File: src/rtl/icache_if.sv
// Handshake bundle between the datapath, the instruction cache and the memory controller.
// The cache takes the slave view; the datapath and memory side take the master view.
interface icache_if;
  logic        imemREN;
  logic [31:0] imemaddr;
  logic        ihit;
  logic [31:0] imemload;
  logic        iREN;
  logic [31:0] iaddr;
  logic        iwait;
  logic [31:0] iload;

  modport slave (
    input  imemREN, imemaddr, iwait, iload,
    output ihit, imemload, iREN, iaddr
  );

  modport master (
    output imemREN, imemaddr, iwait, iload,
    input  ihit, imemload, iREN, iaddr
  );
endinterface

File: src/rtl/icache.sv
// Direct-mapped, one-word-per-frame instruction cache with zero-cycle hits,
// a two-state miss FSM and saturating hit/miss counters.
module icache #(
  parameter int SETS = 16
) (
  input  logic        CLK,
  input  logic        nRST,
  icache_if.slave     cif,
  output logic [31:0] hit_count,
  output logic [31:0] miss_count
);

  localparam int IW = $clog2(SETS);
  localparam int TW = 30 - IW;

  typedef enum logic {IDLE, FETCH} state_t;

  state_t         state;
  logic [SETS-1:0] valid;
  logic [TW-1:0]  tags [SETS];
  logic [31:0]    data [SETS];
  logic [31:0]    miss_addr;

  logic [IW-1:0]  idx;
  logic [IW-1:0]  fidx;
  logic [TW-1:0]  tag;
  logic [TW-1:0]  ftag;
  logic           hit;
  logic           fill;
  logic           unused_ok;

  assign idx  = cif.imemaddr[IW+1:2];
  assign tag  = cif.imemaddr[31:IW+2];
  assign fidx = miss_addr[IW+1:2];
  assign ftag = miss_addr[31:IW+2];

  // Byte offset within the word is irrelevant to a word-granular cache.
  assign unused_ok = &{1'b0, cif.imemaddr[1:0]};

  assign hit  = (state == IDLE) && cif.imemREN && valid[idx] && (tags[idx] == tag);
  assign fill = (state == FETCH) && !cif.iwait;

  assign cif.ihit     = hit;
  assign cif.imemload = hit ? data[idx] : 32'h0;
  assign cif.iREN     = (state == FETCH);
  assign cif.iaddr    = (state == FETCH) ? miss_addr : 32'h0;

  always_ff @(posedge CLK or negedge nRST) begin
    if (!nRST) begin
      state      <= IDLE;
      valid      <= '0;
      miss_addr  <= 32'h0;
      hit_count  <= 32'h0;
      miss_count <= 32'h0;
    end else begin
      if (hit && hit_count != 32'hFFFF_FFFF)
        hit_count <= hit_count + 32'h1;
      case (state)
        IDLE: begin
          if (cif.imemREN && !hit) begin
            miss_addr <= {cif.imemaddr[31:2], 2'b00};
            if (miss_count != 32'hFFFF_FFFF)
              miss_count <= miss_count + 32'h1;
            state <= FETCH;
          end
        end
        FETCH: begin
          // The latched miss address is filled even if the request moved away meanwhile.
          if (!cif.iwait) begin
            valid[fidx] <= 1'b1;
            state       <= IDLE;
          end
        end
        default: state <= IDLE;
      endcase
    end
  end

  // Tag and data arrays carry no reset; the valid bits alone gate hits.
  always_ff @(posedge CLK) begin
    if (fill) begin
      tags[fidx] <= ftag;
      data[fidx] <= cif.iload;
    end
  end

endmodule
File: src/flat_wrapper.sv
// flat-port wrapper written by rule: the top's interface ports become plain ports
module icache_flat 
#(
  parameter int SETS = 16
)
  (CLK, nRST, hit_count, miss_count, cif_imemREN, cif_imemaddr, cif_iwait, cif_iload, cif_ihit, cif_imemload, cif_iREN, cif_iaddr);
  icache_if cif_i ();
  input  logic CLK;
  input  logic nRST;
  output logic [31:0] hit_count;
  output logic [31:0] miss_count;
  input wire logic [$bits(cif_i.imemREN)-1:0] cif_imemREN;
  input wire logic [$bits(cif_i.imemaddr)-1:0] cif_imemaddr;
  input wire logic [$bits(cif_i.iwait)-1:0] cif_iwait;
  input wire logic [$bits(cif_i.iload)-1:0] cif_iload;
  output wire logic [$bits(cif_i.ihit)-1:0] cif_ihit;
  output wire logic [$bits(cif_i.imemload)-1:0] cif_imemload;
  output wire logic [$bits(cif_i.iREN)-1:0] cif_iREN;
  output wire logic [$bits(cif_i.iaddr)-1:0] cif_iaddr;
  assign cif_i.imemREN = cif_imemREN;
  assign cif_i.imemaddr = cif_imemaddr;
  assign cif_i.iwait = cif_iwait;
  assign cif_i.iload = cif_iload;
  assign cif_ihit = cif_i.ihit;
  assign cif_imemload = cif_i.imemload;
  assign cif_iREN = cif_i.iREN;
  assign cif_iaddr = cif_i.iaddr;
  icache #(.SETS(SETS)) u_core (.CLK(CLK), .nRST(nRST), .cif(cif_i), .hit_count(hit_count), .miss_count(miss_count));
endmodule
File: config.mk
export PLATFORM = sky130hd
export DESIGN_NAME = icache_flat
export DESIGN_NICKNAME = d
export VERILOG_FILES = /design/src/rtl/icache_if.sv /design/src/rtl/icache.sv /design/src/flat_wrapper.sv
export SDC_FILE = /design/constraint.sdc
export NUM_CORES = 1
export LEC_CHECK = 0
export BUFFER_PORTS_ARGS = -buffer_cell sky130_fd_sc_hd__buf_4
export CAP_MARGIN = 20
export CORE_MARGIN = 5
export CORE_UTILIZATION = 62
export CTS_CLUSTER_SIZE = 25
export DETAILED_ROUTE_END_ITERATION = 6
export PLACE_DENSITY_LB_ADDON = 0.08
export SETUP_SLACK_MARGIN = 0.15
export SLEW_MARGIN = 20
export SYNTH_ARGS = -nofsm -noshare
export SYNTH_HDL_FRONTEND = slang
export SYNTH_SLANG_ARGS = --single-unit
File: constraint.sdc
create_clock -name CLK -period 8.75 [get_ports CLK]
set_input_delay 0.4375 -clock CLK [delete_from_list [all_inputs] [get_ports CLK]]
set_output_delay 0.4375 -clock CLK [all_outputs]
set_load 0.05 [all_outputs]
# After elaboration in Yosys (flattened, before gate mapping)
# Memory sizes are Yosys's and may differ from the RTL's.
# Index checks and enable logic that the tools add are counted.
classes:
  addsub: 2
  n_lt_le_gt_ge: 3
  n_eq_ne: 3
  muxes: 11
  bitwise_logic: 3
  n_reduce_logical: 12
ops:
  columns: ["operator", "count"]
  rows:
  - ["$add A32 B1 Y32 const B", 2]
  - ["$mux W32", 2]
  - ["$ne A32 B32 Y1 const B", 2]
  - ["$eq A26 B26 Y1", 1]
  - ["$or A16 B16 Y16", 1]
  - ["$lt A4 B5 Y1 const B", 2]
  - ["$logic_and A1 B1 Y1", 7]
  - ["$mux W1", 6]
  - ["$bmux W1 S4", 1]
  - ["$demux W1 S4", 1]
  - ["$ge A4 B1 Y1 const B", 1]
  - ["$reduce_and A2 Y1", 2]
  - ["$reduce_and A3 Y1", 1]
  - ["$logic_not A1 Y1", 2]
  - ["$not A1 Y1", 2]
  - ["$pmux W1 S2", 1]
word_totals:
  register_bits: 111
  ramBits: 928
  in_bits: 68
  memories: 2
memory_table:
  columns: ["name", "words", "word_bits", "rd", "rd_ports_with_merged_regs", "write_ports", "line", "source"]
  rows:
  - ["u_core.data", 16, 32, 1, 0, 1, "icache.sv:21", "logic [31:0] data [SETS];"]
  - ["u_core.tags", 16, 26, 1, 0, 1, "icache.sv:20", "logic [TW-1:0] tags [SETS];"]

# Longest topological paths before layout
# Gate-level depths: netlist of run 1.
depth:
  ltp_word: 8
  mapped_depth: 15
  mapped_depth_nobuf: 9

# Worst setup path before layout of run 1
# OpenSTA, ideal clock, no wires.
synth_timing:
  kind: "register to register"
  startpoint: "register u_core.state, in the netlist u_core.cif.iREN"
  endpoint: "register u_core.valid[3]"
  setup_time_ns: 0.089
  arrival_time_ns: 5.948
  t_required_ns: 8.661
  path_slack_ns: 2.713
  stages_incl_launch_ff: 5
  path_buffers: 0
  period_less_slack_ns: 6.037
  cell_sequence: "dfrtp_1 -> and2_1 -> nand3b_1 -> nor3_1 -> or2_2"
synth_via:
  elab_chain_len: 1
synth_rtl:
  columns: ["item", "line", "source"]
  rows:
  - ["start, declared", "icache.sv:18", "state_t state;"]
  - ["start signal, assigned", "icache.sv:50", "state <= IDLE;"]
  - ["start signal, assigned", "icache.sv:64", "state <= FETCH;"]
  - ["start signal, assigned", "icache.sv:71", "state <= IDLE;"]
  - ["$reduce_and A2 Y1 (no line)", null, null]
  - ["end signal, assigned", "icache.sv:51", "valid <= '0;"]
  - ["end signal, assigned by index", "icache.sv:70", "valid[fidx] <= 1'b1;"]
  - ["end, declared", "icache.sv:19", "logic [SETS-1:0] valid;"]
# Every way passes these cells.
# A chain may end at the register's enable or synchronous reset.

# Worst setup path in the final report of run 1
layout_timing:
  startpoint: "input port cif_imemaddr[3]"
  endpoint: "output port cif_imemload[16]"
layout_via:
  elab_chain_len: 5
layout_rtl:
  columns: ["item", "line", "source"]
  rows:
  - ["start, declared", "flat_wrapper.sv:13", "input wire logic [$bits(cif_i.imemaddr)-1:0] cif_imemaddr;"]
  - ["branches (longest 4 deep; another with $mem_v2 Z16 W26)", null, null]
  - ["$mux W32 *", "icache.sv:44", "assign cif.imemload = hit ? data[idx] : 32'h0;"]
  - ["end, declared", "flat_wrapper.sv:17", "output wire logic [$bits(cif_i.imemload)-1:0] cif_imemload;"]
# Mark *: on every way between the ends. The select of a mux whose other input is x is not followed.

==> results of run 1 <==
==> sequential cells by signal (all words and copies together) (netlist names) <==
register and cells:
u_core.tags 416, u_core.miss_count 32, u_core.valid 16, u_core.miss_addr 30, u_core.hit_count 32, u_core.data 512
u_core.cif.iREN 1
==> synthesized netlist by cell type (all sizes together) (3+ instances only) <==
| cell type | count | area [sq um] |
|---|---|---|
| o22ai | 7 | 43.8 |
| buf | 53 | 337 |
| a31oi | 3 | 18.8 |
| nand2b | 8 | 50.1 |
| nand4 | 10 | 62.6 |
| xnor2 | 48 | 420 |
| and2 | 38 | 238 |
| or2 | 17 | 106 |
| a21oi | 7 | 35.0 |
| nor3b | 4 | 30.0 |
| a221oi | 8 | 82.6 |
| nor3 | 32 | 165 |
| mux2 | 41 | 462 |
| nor2 | 45 | 169 |
| a22o | 5 | 43.8 |
| o21ai | 8 | 40.0 |
| nand2 | 35 | 131 |
| nand3b | 6 | 45.0 |
| edfxtp | 928 | 27900 |
| and4 | 6 | 52.6 |
| nor4 | 5 | 56.3 |
| xor2 | 45 | 394 |
| dfrtp | 111 | 2780 |
| nor2b | 39 | 244 |
| inv | 14 | 52.6 |
| and3 | 18 | 113 |
| mux2i | 34 | 340 |
| nand3 | 45 | 230 |
| mux4 | 258 | 5810 |
| or3 | 3 | 18.8 |
| clkbuf | 41 | 154 |
==> layer usage <==
layer  up-vias  global-route usage [%]  share of wire [%]  wire length, um
met2       710                    43.4                 52            46600
met3       163                    4.01                6.3             5680
li1       8426                       -                  -                -
met4         2                    7.25                2.9             2610
met5         -                       0             0.0078                7
met1     10593                    36.5                 39            35100
==> stage by stage <==
| stage | instances | setup slack (ns) | hold WS [ns] | power (W) | util, % |
|---|---|---|---|---|---|
| after floorplan | 1948 | 2.71 | 0.142 | 0.00651 | - |
| after global placement | 2950 | 3.40 | 0.445 | 0.00683 | 66.1 |
| after detailed placement | 2950 | 3.40 | 0.455 | 0.00687 | 66.1 |
| after CTS | 3141 | 3.45 | 0.00141 | 0.0111 | 71.2 |
| after global routing | 3142 | 3.21 | 0.0155 | 0.0114 | 71.2 |
| final | 3142 | 3.55 | 0.0294 | 0.0111 | 71.2 |
==> final timing paths <==
path,start,end,slack (ns),cells past startpoint
worst max-delay path,cif_imemaddr[3],cif_imemload[16],3.55,12
worst min register to register,u_core.valid[15],u_core.valid[15],0.47,1
worst min-delay path,cif_imemaddr[28],u_core.miss_addr[28],0.03,2
min in group asynchronous,nRST,u_core.miss_addr[20],0.36,2
worst max register to register,u_core.tags[11][20],u_core.miss_addr[21],4.88,9
max in group asynchronous,nRST,u_core.hit_count[21],6.96,3
==> what timing repair did <==
| item | 4_1_cts | 5_1_grt |
|---|---|---|
| endpoints found under the hold margin | 40 | 0 |
| hold buffers | 2 | 0 |
| gates resized for setup | 0 | 0 |
| setup endpoints to repair | 0 | 0 |
==> layout by cell type, fill, tap and decap left out, types with 7 or more instances in the layout <==
cell       synthesis  final
bufinv_16          0     10
nand4_1           10     10
nor2b_1           39     39
nor2_1            45     33
nor3_1            31     27
buf_4             13    228
a21oi_1            7      7
nand2_1           35     35
mux2_2            41     41
inv_1             13     13
nor2_4             0     12
clkinv_2           0     25
clkinv_1           0     23
o22ai_1            7      7
and3_1            18     18
clkbuf_16          0    104
clkbuf_1          41     17
o21ai_0            8      8
xnor2_1           48     48
mux4_2           258    258
xor2_1            45     45
dfrtp_1          111    111
nand2b_1           8      8
or2_2             17     17
and2_1            38     38
mux2i_1           34     34
edfxtp_1         928    928
nand3_1           44     44
==> logic make-up after synthesis <==
family / after synthesis / synth area share (%)
compound gates: 55 / 1.00
xor+xnor: 93 / 2.00
other cells: 1 / 0.00919
flops: 1039 / 75.1
buf+inv: 108 / 1.33
simple gates: 316 / 4.32
fa+ha+maj: 2 / 0.0613
mux: 333 / 16.2
==> area by class of cell <==
| cell class | count | area, sq um | area share, % |
|---|---|---|---|
| Antenna cell | 1 | 2.50 | 0.00537 |
| Clock inverter | 68 | 641 | 1.37 |
| Timing Repair Buffer | 234 | 1800 | 3.86 |
| Inverter | 14 | 53.8 | 0.115 |
| Tap cell | 864 | 1080 | 2.32 |
| Clock buffer | 121 | 2670 | 5.72 |
| Sequential cell | 1039 | 30600 | 65.7 |
| Multi-Input combinational cell | 801 | 9750 | 20.9 |
==> worst register-to-register path: cells and delay by family (launching register included) <==
| family | cells | cell delay [ns] |
|---|---|---|
| flip-flops | 1 | 0.36 |
| XOR/XNOR | 1 | 0.13 |
| multiplexers | 2 | 0.88 |
| AND/OR/NAND/NOR | 2 | 0.85 |
| AO/OA/AOI/OAI | 3 | 1.05 |
| buffers and inverters | 1 | 0.48 |
==> power by group through the flow <==
| stage | registers [W] | logic [W] | clock network [W] |
|---|---|---|---|
| final | 0.00589 | 0.000876 | 0.00431 |
| after global routing | 0.00591 | 0.000933 | 0.00460 |
| after CTS | 0.00588 | 0.000891 | 0.00438 |
| after detailed placement | 0.00599 | 0.000886 | 0 |
| after global placement | 0.00596 | 0.000872 | 0 |
| after floorplan | 0.00597 | 0.000535 | 0 |
==> results.txt, run 1 <==
Outcome: complete, no violations
Most used DFF post-synth: edfxtp_1
Initial antenna violation count: 3
Placed wire-length estimate: 47300 um
Synth Instances: 1947
Skew-Pair Late Insertion Delay: 0.66 ns
Static Leak: 15.8 nW
Mapped cell area: 0.0408 sq mm
Clock Tree Root: clkbuf_16
Max-cap violation count: 0
Clock transition at path regs: 0.07 ns
Critical path arrival: 4.77 ns
Final Hold Viols: 0
EDFF count, synth: 928
Largest net degree at the start of global routing: 76
Switching share of power: 23.0%
Clock Power Share: 38.9%
Area growth from synthesis to layout: 14.3%
Max VDD drop: 0.226 mV
Chip Width: 267 um
Seq/Total Area, Yosys: 75.1%
Global placement routability congestion: 0.753
I/O Buffers: 193
# Post-CTS Setup Buffers: 0
Tcrit/Tclk final: 59.5%
Residual DRC: 0
Slew margin rel.: 28.4%
Clk buf depth: 3
CP Cell Sequence: buf_8 -> buf_4 -> mux4_2 -> a22o_1 -> a221oi_1 -> xnor2_1 -> nor4_1 -> and4_1 -> nand3_4 -> buf_4 -> nor2b_1 -> buf_4
Row count: 94
Critical Path Fanout Max: 70
Startpoint class of the critical path: input port
Post-route cell area: 0.0466 sq mm
First-pass GRT wire length: 136000 um
Pwr per Cell Area: 237 mW/mm^2
Critical-path top delay cell: buf_4
CP Class: input port to output pin
Synthesized area per cell: 21.0 sq um
TritonCTS clock tree: built
Crit path largest cell delay: 0.90 ns
Least-Margin Pin Slew: 1.07 ns
Vias per cell: 6.33
CTS HTree Levels: 3
Vias in the first global route: 21222
Cts bufs inserted: 102
WP buf/inv: 4
Cell Area, Placed: 0.0433 sq mm
Final net count: 2262
Warnings from Yosys: 0
CP Capture Type: output pin
Clock Skew: 0.0194 ns
Ports: 198
Fmax: 192 MHz
# fillers: 3966
Post-route ant nets: 0
Detailed-route via count: 19894
Seq pwr share: 53.2%
DR WL/cell: 28.7 um
GRT Residual Overflow: 0
Critical Path RT: 8.31 ns
Total GRT Usage: 25.9%
Core ar.: 0.0655 sq mm
Die Ht: 267 um
Setup-failing EPs final: 0
Crit-path most repeated cell: buf_4
CTS sink count: 1039
Unrepaired setup endpoints after global routing: false
Layout cell share with drive strength beyond 1: 31.8%
Final Slew Violations: 0
Switching pwr: 0.00255 W
Internal Power: 0.00853 W
FF+latch count, synth: 1039
Tightest Hold Check Type: input port to register
Final TNS setup: 0 ns
Die Area: 0.0711 sq mm
Comb power frac: 7.9%
Number of DRC markers in iteration 0: 2068
Async S/R FF share, synth: 10.7%
Minimum clock period: 5.20 ns
Yosys cell types: 57
1st-pass router iterations: 6
Aggregate routed wire length: 90000 um
Initial core utilization: 62.3%
Worst path top cell family by delay: buffers and inverters
(Power assumes the default switching activity.)
==> run 2, diff against run 1 <==
- CORE_UTILIZATION: 62 -> 55
- clock period: 8.75 -> 4.3 ns (I/O delays scaled with it)
==> run 2 against run 1 <==
Effect of this change: register-to-register slack got worse by 3.8 ns; clock skew fell by 0.00052 ns; critical endpoint is now cif_imemload[0]; via count rose by 1.9%; largest power group unchanged; die area rose by 12%.
==> results.txt, run 2 (same netlist as run 1, synthesis figures left out) <==
Outcome: complete, no violations
Final Slew Violations: 0
Max VDD drop: 0.569 mV
Layout cell share with drive strength beyond 1: 32.4%
Post-route setup slack: 0.352 ns
Final TNS setup: 0 ns
Biggest regs: u_core.data x512, u_core.tags x416
Placed wire-length estimate: 51900 um
Worst path top cell family by delay: multiplexers
Top reg by flops: u_core.data
WP buf/inv: 2
Ports: 198
Row count: 99
Final net count: 2359
Fmax: 253 MHz
Minimum clock period: 3.95 ns
Die Area: 0.0798 sq mm
CP Cell Sequence: mux4_2 -> mux4_2 -> xor2_1 -> a2111oi_0 -> and4_2 -> nand3_4 -> buf_8 -> nor2b_1 -> buf_4
Pwr per Cell Area: 475 mW/mm^2
TritonCTS clock tree: built
CTS HTree Levels: 3
Critical-path top delay cell: mux4_2
Initial antenna violation count: 4
GRT Residual Overflow: 0
Clock Skew: 0.0189 ns
Cts bufs inserted: 104
Critical Path RT: 4.09 ns
Setup-failing EPs final: 0
Hold_ws: 0.118 ns
DP Worst Slack: 0.332 ns
Final Hold Viols: 0
Tcrit/Tclk final: 91.8%
CP Capture Type: output pin
Number of DRC markers in iteration 0: 1806
Detailed-route via count: 20268
Clock transition at path regs: 0.06 ns
R2R Setup Slk: 1.06 ns
Core ar.: 0.0733 sq mm
Static Leak: 16.4 nW
Power Total: 0.0228 W
Most common cell after layout, fill and taps aside: edfxtp_1
DR WL/cell: 28.2 um
Most frequent cells in the layout: 928 x edfxtp_1, 258 x mux4_2, 252 x buf_4, 111 x dfrtp_1, 105 x clkbuf_16
Crit-path most repeated cell: mux4_2
Startpoint class of the critical path: register
Area growth from synthesis to layout: 17.4%
Tightest Hold Check Type: input port to asynchronous set/reset pin
Aggregate routed wire length: 94100 um
CP Class: register to output pin
Crit path largest cell delay: 0.49 ns
I/O Buffers: 193
Vias per cell: 6.07
Residual DRC: 0
Initial core utilization: 55.7%
Die Ht: 282 um
Total GRT Usage: 23.7%
Post-route ant nets: 0
Slew margin rel.: 27.6%
Global placement routability congestion: 0.812
Least-Margin Pin Slew: 1.09 ns
Unrepaired setup endpoints after global routing: false
Clock Tree Root: clkbuf_16
1st-pass router iterations: 5
Vias in the first global route: 21523
Clk buf depth: 3
First-pass GRT wire length: 139000 um
Max-cap violation count: 0
Critical path arrival: 3.73 ns
Skew-Pair Late Insertion Delay: 0.67 ns
Max reg flops: 512
Chip Width: 282 um
Critical Path Fanout Max: 40
CTS sink count: 1039
Largest net degree at the start of global routing: 60
run 2: power by group:
part	total [W]	internal [W]	switching, W
Sequential	0.0120	0.0116	0.000397
Combinational	0.00187	0.000773	0.00110
Clock	0.00891	0.00514	0.00377
Total	0.0228	0.0175	0.00527
run 2: repair_timing:
item                                    4_1_cts  5_1_grt
hold buffers                                 60        0
buffers inserted                              0        1
pin swaps                                     0        1
endpoints found under the hold margin       575        0
cloned                                        0        0
endpoints found under the setup margin       22       31
resized for setup                             2        6
run 2: worst paths after layout:
kind | startpoint | cells past startpoint | to
worst max register to register | u_core.tags[7][16] | 9 | u_core.hit_count[27]
worst min-delay path | nRST | 2 | u_core.miss_addr[25]
worst min register to register | u_core.valid[10] | 1 | u_core.valid[10]
max in group asynchronous | nRST | 3 | u_core.miss_count[13]
worst max-delay path | u_core.tags[7][16] | 9 | cif_imemload[0]
min in group CLK | cif_imemREN | 4 | u_core.miss_count[28]
run 2: stage by stage:
stage,area [sq um],utilization [%],std cells
after floorplan,40900,-,1948
after global placement,43900,59.8,3081
after detailed placement,43900,59.8,3081
after CTS,47900,65.3,3336
after global routing,47900,65.4,3339
final,47900,65.4,3340
run 2: area by class of cell:
type | instances | area, sq um
diodes | 3 | 7.51
clock buffers | 131 | 2780
flip-flops and latches | 1039 | 30600
clock inverters | 64 | 639
fillers | 4933 | 25400
inverters | 14 | 53.8
well taps | 959 | 1200
repair buffers | 329 | 2820
multi-input cells | 801 | 9800
run 2: metal layers:
layer | track usage [%] | vias to the layer above | routed length, um
met5 | 0 | - | 13
li1 | - | 8626 | -
met2 | 40.2 | 622 | 48100
met4 | 6.10 | 2 | 2360
met1 | 33.0 | 10876 | 38600
met3 | 3.80 | 142 | 5030
run 2: worst register-to-register path: cells and delay by family (launching register included):
family                    cells  cell delay (ns)
xor gates and xnor gates      2             0.38
DFF                           1             0.39
and+or+nand+nor               3             0.85
buffers and inverters         1             0.24
muxes                         2             0.96
AOI/OAI and AO/OA             1             0.34
